**src/rtl/serial_adder.sv**
```systemverilog
// -----------------------------------------------------------------------------
// serial_adder
// Bit-serial adder. It uses one full-adder cell and a carry flip-flop, and
// processes the operands LSB first at one bit per clock. An operation takes
// one load cycle, WIDTH RUN cycles and one DONE cycle, in that order.
//
// Parameters
//   WIDTH  operand width in bits (2..32)
//
// Ports
//   clk    rising-edge clock
//   rst_n  asynchronous active-low reset
//   start  begin an addition (sampled in IDLE only)
//   a, b   operands, captured with start
//   cin    carry-in, captured with start
//   busy   high exactly while bits are being processed (RUN)
//   done   one-cycle pulse marking a valid result (DONE)
//   sum    registered result, held until the next completion
//   cout   registered carry-out of bit WIDTH-1
//   ovf    signed overflow, present only when SERIAL_ADDER_OVF_EN is defined
//
// Optional feature macro: SERIAL_ADDER_OVF_EN
// -----------------------------------------------------------------------------
module serial_adder #(
    parameter int unsigned WIDTH = 8
) (
    input  logic             clk,
    input  logic             rst_n,
    input  logic             start,
    input  logic [WIDTH-1:0] a,
    input  logic [WIDTH-1:0] b,
    input  logic             cin,
    output logic             busy,
    output logic             done,
    output logic [WIDTH-1:0] sum,
    output logic             cout
`ifdef SERIAL_ADDER_OVF_EN
    ,
    output logic             ovf
`endif
);

    localparam int unsigned CNT_W = (WIDTH > 1) ? $clog2(WIDTH) : 1;

    typedef enum logic [1:0] {
        IDLE = 2'd0,
        RUN  = 2'd1,
        DONE = 2'd2
    } state_t;

    state_t             state;
    state_t             state_nxt;

    logic [WIDTH-1:0]   opa;
    logic [WIDTH-1:0]   opb;
    logic [WIDTH-1:0]   res;
    logic               carry;
    logic [CNT_W-1:0]   cnt;

    logic               last_bit;
    logic               fa_sum;
    logic               fa_carry;

    // The bit being processed this cycle is the final one.
    assign last_bit = (cnt == CNT_W'(WIDTH - 1));

    // Full-adder cell that operates on the current operand LSBs.
    assign fa_sum   = opa[0] ^ opb[0] ^ carry;
    assign fa_carry = (opa[0] & opb[0]) | (carry & (opa[0] ^ opb[0]));

    // State register. busy and done are registered from the next state.
    always_ff @(posedge clk or negedge rst_n) begin
        if (!rst_n) begin
            state <= IDLE;
            busy  <= 1'b0;
            done  <= 1'b0;
        end else begin
            state <= state_nxt;
            busy  <= (state_nxt == RUN);
            done  <= (state_nxt == DONE);
        end
    end

    // Next-state logic.
    always_comb begin
        state_nxt = state;
        case (state)
            IDLE:    if (start) state_nxt = RUN;
            RUN:     if (last_bit) state_nxt = DONE;
            DONE:    state_nxt = IDLE;
            default: state_nxt = IDLE;
        endcase
    end

    // Datapath: operand load, serial shift/add, and result capture.
    always_ff @(posedge clk or negedge rst_n) begin
        if (!rst_n) begin
            opa   <= '0;
            opb   <= '0;
            res   <= '0;
            carry <= 1'b0;
            cnt   <= '0;
            sum   <= '0;
            cout  <= 1'b0;
`ifdef SERIAL_ADDER_OVF_EN
            ovf   <= 1'b0;
`endif
        end else begin
            case (state)
                IDLE: begin
                    if (start) begin
                        opa   <= a;
                        opb   <= b;
                        carry <= cin;
                        cnt   <= '0;
                    end
                end
                RUN: begin
                    opa   <= opa >> 1;
                    opb   <= opb >> 1;
                    res   <= {fa_sum, res[WIDTH-1:1]};
                    carry <= fa_carry;
                    cnt   <= cnt + CNT_W'(1);
                    if (last_bit) begin
                        sum  <= {fa_sum, res[WIDTH-1:1]};
                        cout <= fa_carry;
`ifdef SERIAL_ADDER_OVF_EN
                        // The carry flop holds the carry into the MSB here.
                        ovf  <= carry ^ fa_carry;
`endif
                    end
                end
                default: ;
            endcase
        end
    end

endmodule

```
**config.mk**
```make
export PLATFORM = sky130hd
export DESIGN_NAME = serial_adder
export DESIGN_NICKNAME = d
export VERILOG_FILES = /design/src/rtl/serial_adder.sv
export SDC_FILE = /design/constraint.sdc
export NUM_CORES = 1
export LEC_CHECK = 0
export ABC_AREA = 1
export ABC_CLOCK_PERIOD_IN_PS = 1280
export CORE_ASPECT_RATIO = 0.7
export CORE_MARGIN = 5
export CORE_UTILIZATION = 47
export DETAILED_ROUTE_END_ITERATION = 10
export PLACE_DENSITY = 0.82
export SKIP_CTS_REPAIR_TIMING = 1
export SLEW_MARGIN = 25
export SYNTH_ARGS = -nofsm -noshare
export SYNTH_HDL_FRONTEND = slang
export SYNTH_SLANG_ARGS = --single-unit
```
**constraint.sdc**
```tcl
create_clock -name clk -period 1.28 [get_ports clk]
set_input_delay 0.32 -clock clk [delete_from_list [all_inputs] [get_ports clk]]
set_output_delay 0.32 -clock clk [all_outputs]
set_load 0.05 [all_outputs]
```
* After elaboration in Yosys (flattened, before gate mapping)
Cells that the tools add are included.
** Storage, ports and cells
- Flip-flop bits (word level) :: 41
- Input bits :: 20
- Logic and storage cells :: 36
** Operators by class
- Add/subtract/negate cells :: 1
- Equal/unequal tests :: 5
- Multiplexer cells :: 11
- Bitwise operators :: 5
- Reduce and logical (&&, ||, !) cells :: 4
** Operator list (count)
- 8-bit case mux with 2 select lines :: 2
- 8-bit two-way mux :: 2
- 3-bit case mux with 2 select lines :: 1
- 2-bit by 1-bit equality test with 1-bit output, second input constant :: 2
- 2-bit two-way mux :: 2
- 2-bit case mux with 2 select lines :: 1
- 2-bit AND reduction :: 2
- 3-bit by 1-bit adder with 3-bit output, second input constant :: 1
- 3-bit equality test, second input constant :: 1
- 3-bit two-way mux :: 1
- 1-bit bitwise AND :: 2
- 2-bit equality test, second input constant :: 1
- 2-bit zero test :: 1
- 2-bit inequality test, second input constant :: 1
- 1-bit case mux with 2 select lines :: 1
- 2-bit nonzero test :: 1
- 1-bit XOR :: 2
- 1-bit two-way mux :: 1
- 1-bit bitwise OR :: 1

* Depth between registers and ports, before layout
- Depth in word-level cells :: 4
- Gate-level depth with buffers :: 7
- Gate-level depth less buffers :: 6

* Worst setup path before layout
OpenSTA, ideal clock, no wires.
- Path kind :: register to register
- Start :: register cnt[0]
- End :: register sum[0]
- Library setup time :: 0.066 ns
- Arrival time :: 1.238 ns
- Path slack :: -0.024 ns
- Stages on the path, launching flop included :: 7
- Path through :: dfrtp_1 -> ha_1 -> ha_1 -> nand2_2 -> buf_4 -> nand2_1 -> nand2_1
** On the way
- Longest elaborated chain between the ends :: 2
** Ends and longest elaborated chain
- start: declaration :: line 58 : logic [CNT_W-1:0] cnt;
- start signal: assignment :: line 123 : cnt <= cnt + CNT_W'(1);
- 3-bit equality test :: line 65 : assign last_bit = (cnt == CNT_W'(WIDTH - 1));
- 2-bit AND reduction (no line)
- end signal: assignment :: line 125 : sum <= {fa_sum, res[WIDTH-1:1]};
- end: declaration :: line 35 : output logic [WIDTH-1:0] sum,
Every way passes these cells.
A chain may end at the register's enable or synchronous reset.

* Worst setup path in the final report
- Start :: register opa[0]
- End :: register sum[7]
** On the way
- Longest elaborated chain between the ends :: 2
** Ends and longest elaborated chain
- start: declaration :: line 54 : logic [WIDTH-1:0] opa;
- start signal: assignment :: line 119 : opa <= opa >> 1;
- 1-bit XOR (2 in series) :: line 68 : assign fa_sum = opa[0] ^ opb[0] ^ carry;
- named net fa_sum :: line 61 : logic fa_sum;
The timed path passes the listed nets, and every way through them passes these cells.

==> impl_metrics.tcl <==
set metrics [dict create \
    run_status "completed" \
    period_share_pct 97.5 \
    start_util_pct 48.4 \
    chipHeight_um 63.0 \
    critPathCaptureType "register" \
    max_stage_delay_ns 0.57 \
    report.power.total_uw 6360 \
    first_pass_grt_wire_length_um 6490 \
    clock_power_share_pct 12.4 \
    combinational_power_share_pct 52.4 \
    pre_cts_ws_ns -0.104 \
    post-route-drc-count 0 \
    final_critical_path_setup_slack_ns 0.0323 \
    reg2reg_from "opa[0]" \
    synth_top_cells_by_area "sky130_fd_sc_hd__dfrtp_1, sky130_fd_sc_hd__nand2_1, sky130_fd_sc_hd__inv_1" \
    grt_max_degree 41 \
    drt_wl_total_um 3730 \
    clock_tree.buffer_depth 2 \
    yosys.area.top_type_share_pct 53.1 \
    dr.pass1.iters 4 \
    gr-total-overflow 0 \
    yosysWarningCount 0 \
    synthesis.area_per_instance_sq_um 8.50 \
    syn_to_final_growth_pct 34.8 \
    static-leakage-power_uw 0.00134 \
    internal_power_contribution_uw 3710 \
    fin_worst_skew_ns 0.00851 \
    hold_path_startpoint "res[1]" \
    tightestPinTransition_ns 0.236 \
    type_of_the_tightest_min_delay_check "reg2reg" \
    timing_max_transition_violations_final 0 \
    finalSetupTns_ns 0 \
    cpMaxStageDelayCell "sky130_fd_sc_hd__fa_2" \
    layout-drive-gt1-share_pct 21.8 \
    placeableCoreArea_sq_mm 0.00390 \
    die_area_sq_mm 0.00540 \
    p_switching_uw 2650 \
    final-hold-violation-count 0 \
    io_buffer_count 30 \
    worst_r2r_endpoint "sum[7]" \
    max_freq_ghz 0.801 \
    whs_endpoint "sum[0]" \
    synth.yosys.seq_area_share_pct 53.1 \
    detail_route.iter0.violations 99 \
    power.share.switching_pct 41.7 \
    antenna_found_initial 0 \
    cts_sinks 40 \
    dr_wl_met3_um 202 \
    timing.critical_path.cells "fa_2 > inv_1 > o21ai_2" \
    synth_nets 245 \
    worstPathMaxFanout 2 \
    fin_nets 289 \
    cts_inserted_buffers 5 \
    clock_tree_from_tritoncts "yes" \
    antennaDiodeCount 0 \
    met1_length_um 1770 \
    critical_path_data_required_time_ns 1.51 \
    synth_top_cell_by_area "sky130_fd_sc_hd__dfrtp_1" \
    clock_tree.htree_level_count 2 \
    post_synth_instance_area_sq_mm 0.00189 \
    netlist_instances 222 \
    finalCriticalPeriod_ns 1.25 \
    layout.core_utilization_pct 65.2 \
    finalSetupViolations 0 \
    synth.lib_cells_used.distinct 18 \
    instances_no_fill 318 \
    place.gp.congestion 0.780 \
    power.density_mw_per_mm2 2500 \
    routed-wl-met2_um 1710 \
    p_seq_share_pct 35.1 \
    core.rowCount 19 \
    buffer_cell_driving_the_clock_tree_root "sky130_fd_sc_hd__clkbuf_8" \
    worst_setup_path_start_kind "register" \
    timing.reg2reg.setup_slack_ns 0.03 \
    post_drt_via_cell_ratio 4.68 \
    criticalPathCategory "reg2reg" \
    ff2ff_path_depth 3 \
    clk_pin_slew_ns 0.07 \
    dp_cells 308 \
    route.antenna.remaining_nets 0 \
    post_drt_wl_per_cell_um 11.7 \
    num_vias 1489 \
    synth.ff_latch_count 40 \
    grt_pass1_vias 1446 \
    dp_hpwl_um 2690 \
    ioPinCount 31 \
    instance_count_along_the_most_critical_hold_path 2 \
    grtUsageTotal_pct 15.3 \
    clock_latency_on_the_worst_skew_pair_ns 0.30 \
    timing.critical_path.arrival_ns 1.48 \
    max_cap_violations 0 \
    fp.dieW_um 85.7 \
    relSlewSlack_pct 84.2 \
    power.ir.vdd_worst_mv 1.14 \
    topmost_layer_with_routed_signal_wires "met4" \
]
## final cells by class
type / count / area [sq um]
multi-input combinational: 131 / 667
sequential: 40 / 1000
clock buffer: 6 / 72.6
tap: 52 / 65.1
timing repair buffer: 46 / 569
inverter: 42 / 163
fill: 314 / 1360
clock inverter: 1 / 5.00
## stage by stage
stage	area [sq um]	hold slack, ns
floorplan	1890	0.0244
CTS	2500	-0.0143
finish	2540	0.484
global route	2540	0.498
detailed placement	2420	0.305
global placement	2420	0.303
## synth_stat cells
cell type,number
sky130_fd_sc_hd__nand2_1,66
sky130_fd_sc_hd__inv_1,40
sky130_fd_sc_hd__inv_4,2
sky130_fd_sc_hd__o21ai_2,8
sky130_fd_sc_hd__nand2_4,2
sky130_fd_sc_hd__buf_6,3
sky130_fd_sc_hd__o21ai_0,9
sky130_fd_sc_hd__dfrtp_1,40
sky130_fd_sc_hd__ha_1,2
sky130_fd_sc_hd__nor2_2,1
sky130_fd_sc_hd__nor2_1,2
sky130_fd_sc_hd__buf_4,3
sky130_fd_sc_hd__clkbuf_1,1
sky130_fd_sc_hd__nand2_2,7
sky130_fd_sc_hd__buf_2,2
sky130_fd_sc_hd__nand3_1,30
sky130_fd_sc_hd__a21oi_1,3
sky130_fd_sc_hd__fa_1,1
## metal layers
metal | GRT usage [%] | vias to the layer above
li1 | - | 757
met1 | 20.1 | 695
met2 | 23.1 | 32
met3 | 5.40 | 5
met4 | 5.93 | 0
met5 | 0 | -
## logic make-up after synthesis
group	Yosys count	synth area share (%)
DFF	40	53.1
and+or+nand+nor	108	25.3
AOI/OAI and AO/OA	20	6.90
buffers and inverters	51	12.3
adders and majority gates	3	2.39
## power groups by stage
| stage | clock network (uW) | logic [uW] | registers [uW] |
|---|---|---|---|
| 2_1_floorplan | 0 | 1630 | 2580 |
| 3_3_place_gp | 0 | 3100 | 2230 |
| 3_5_place_dp | 0 | 3220 | 2250 |
| 4_1_cts | 809 | 3230 | 2240 |
| 5_1_grt | 885 | 3670 | 2300 |
| 6_report | 791 | 3330 | 2230 |
## how the worst max path moves through the flow
stage,start,end,slack (ns)
global placement,start,opb[6],-0.07
finish,opa[0],sum[7],0.03
detailed placement,start,opa[0],-0.10
floorplan,cnt[0],sum[0],0.01
global route,opa[0],res[7],-0.01
CTS,opa[0],res[7],-0.01
## state kept, by name, summed over array words and instances, names as in the netlist
name / cells
opa: 8
sum: 8
done: 1
res: 7
cout: 1
state: 2
carry: 1
cnt: 3
busy: 1
opb: 8
## worst max-delay path, delay by kind of cell, from the launching register on
family	cells	cell delay, ns
buf+inv	1	0.08
flops	1	0.41
compound gates	1	0.13
fa+ha+maj	1	0.57
## cells in the final DEF, fill, tap and decap left out, drive strengths merged
| cell | count |
|---|---|
| ha | 2 |
| nand2 | 75 |
| nand3 | 30 |
| fa | 1 |
| dlygate4sd3 | 1 |
| clkdlybuf4s50 | 18 |
| inv | 42 |
| dfrtp | 40 |
| a21oi | 3 |
| clkinv | 1 |
| buf | 27 |
| o21ai | 17 |
| clkbuf | 6 |
| nor2 | 3 |
Power figures use the tool's default switching activity.
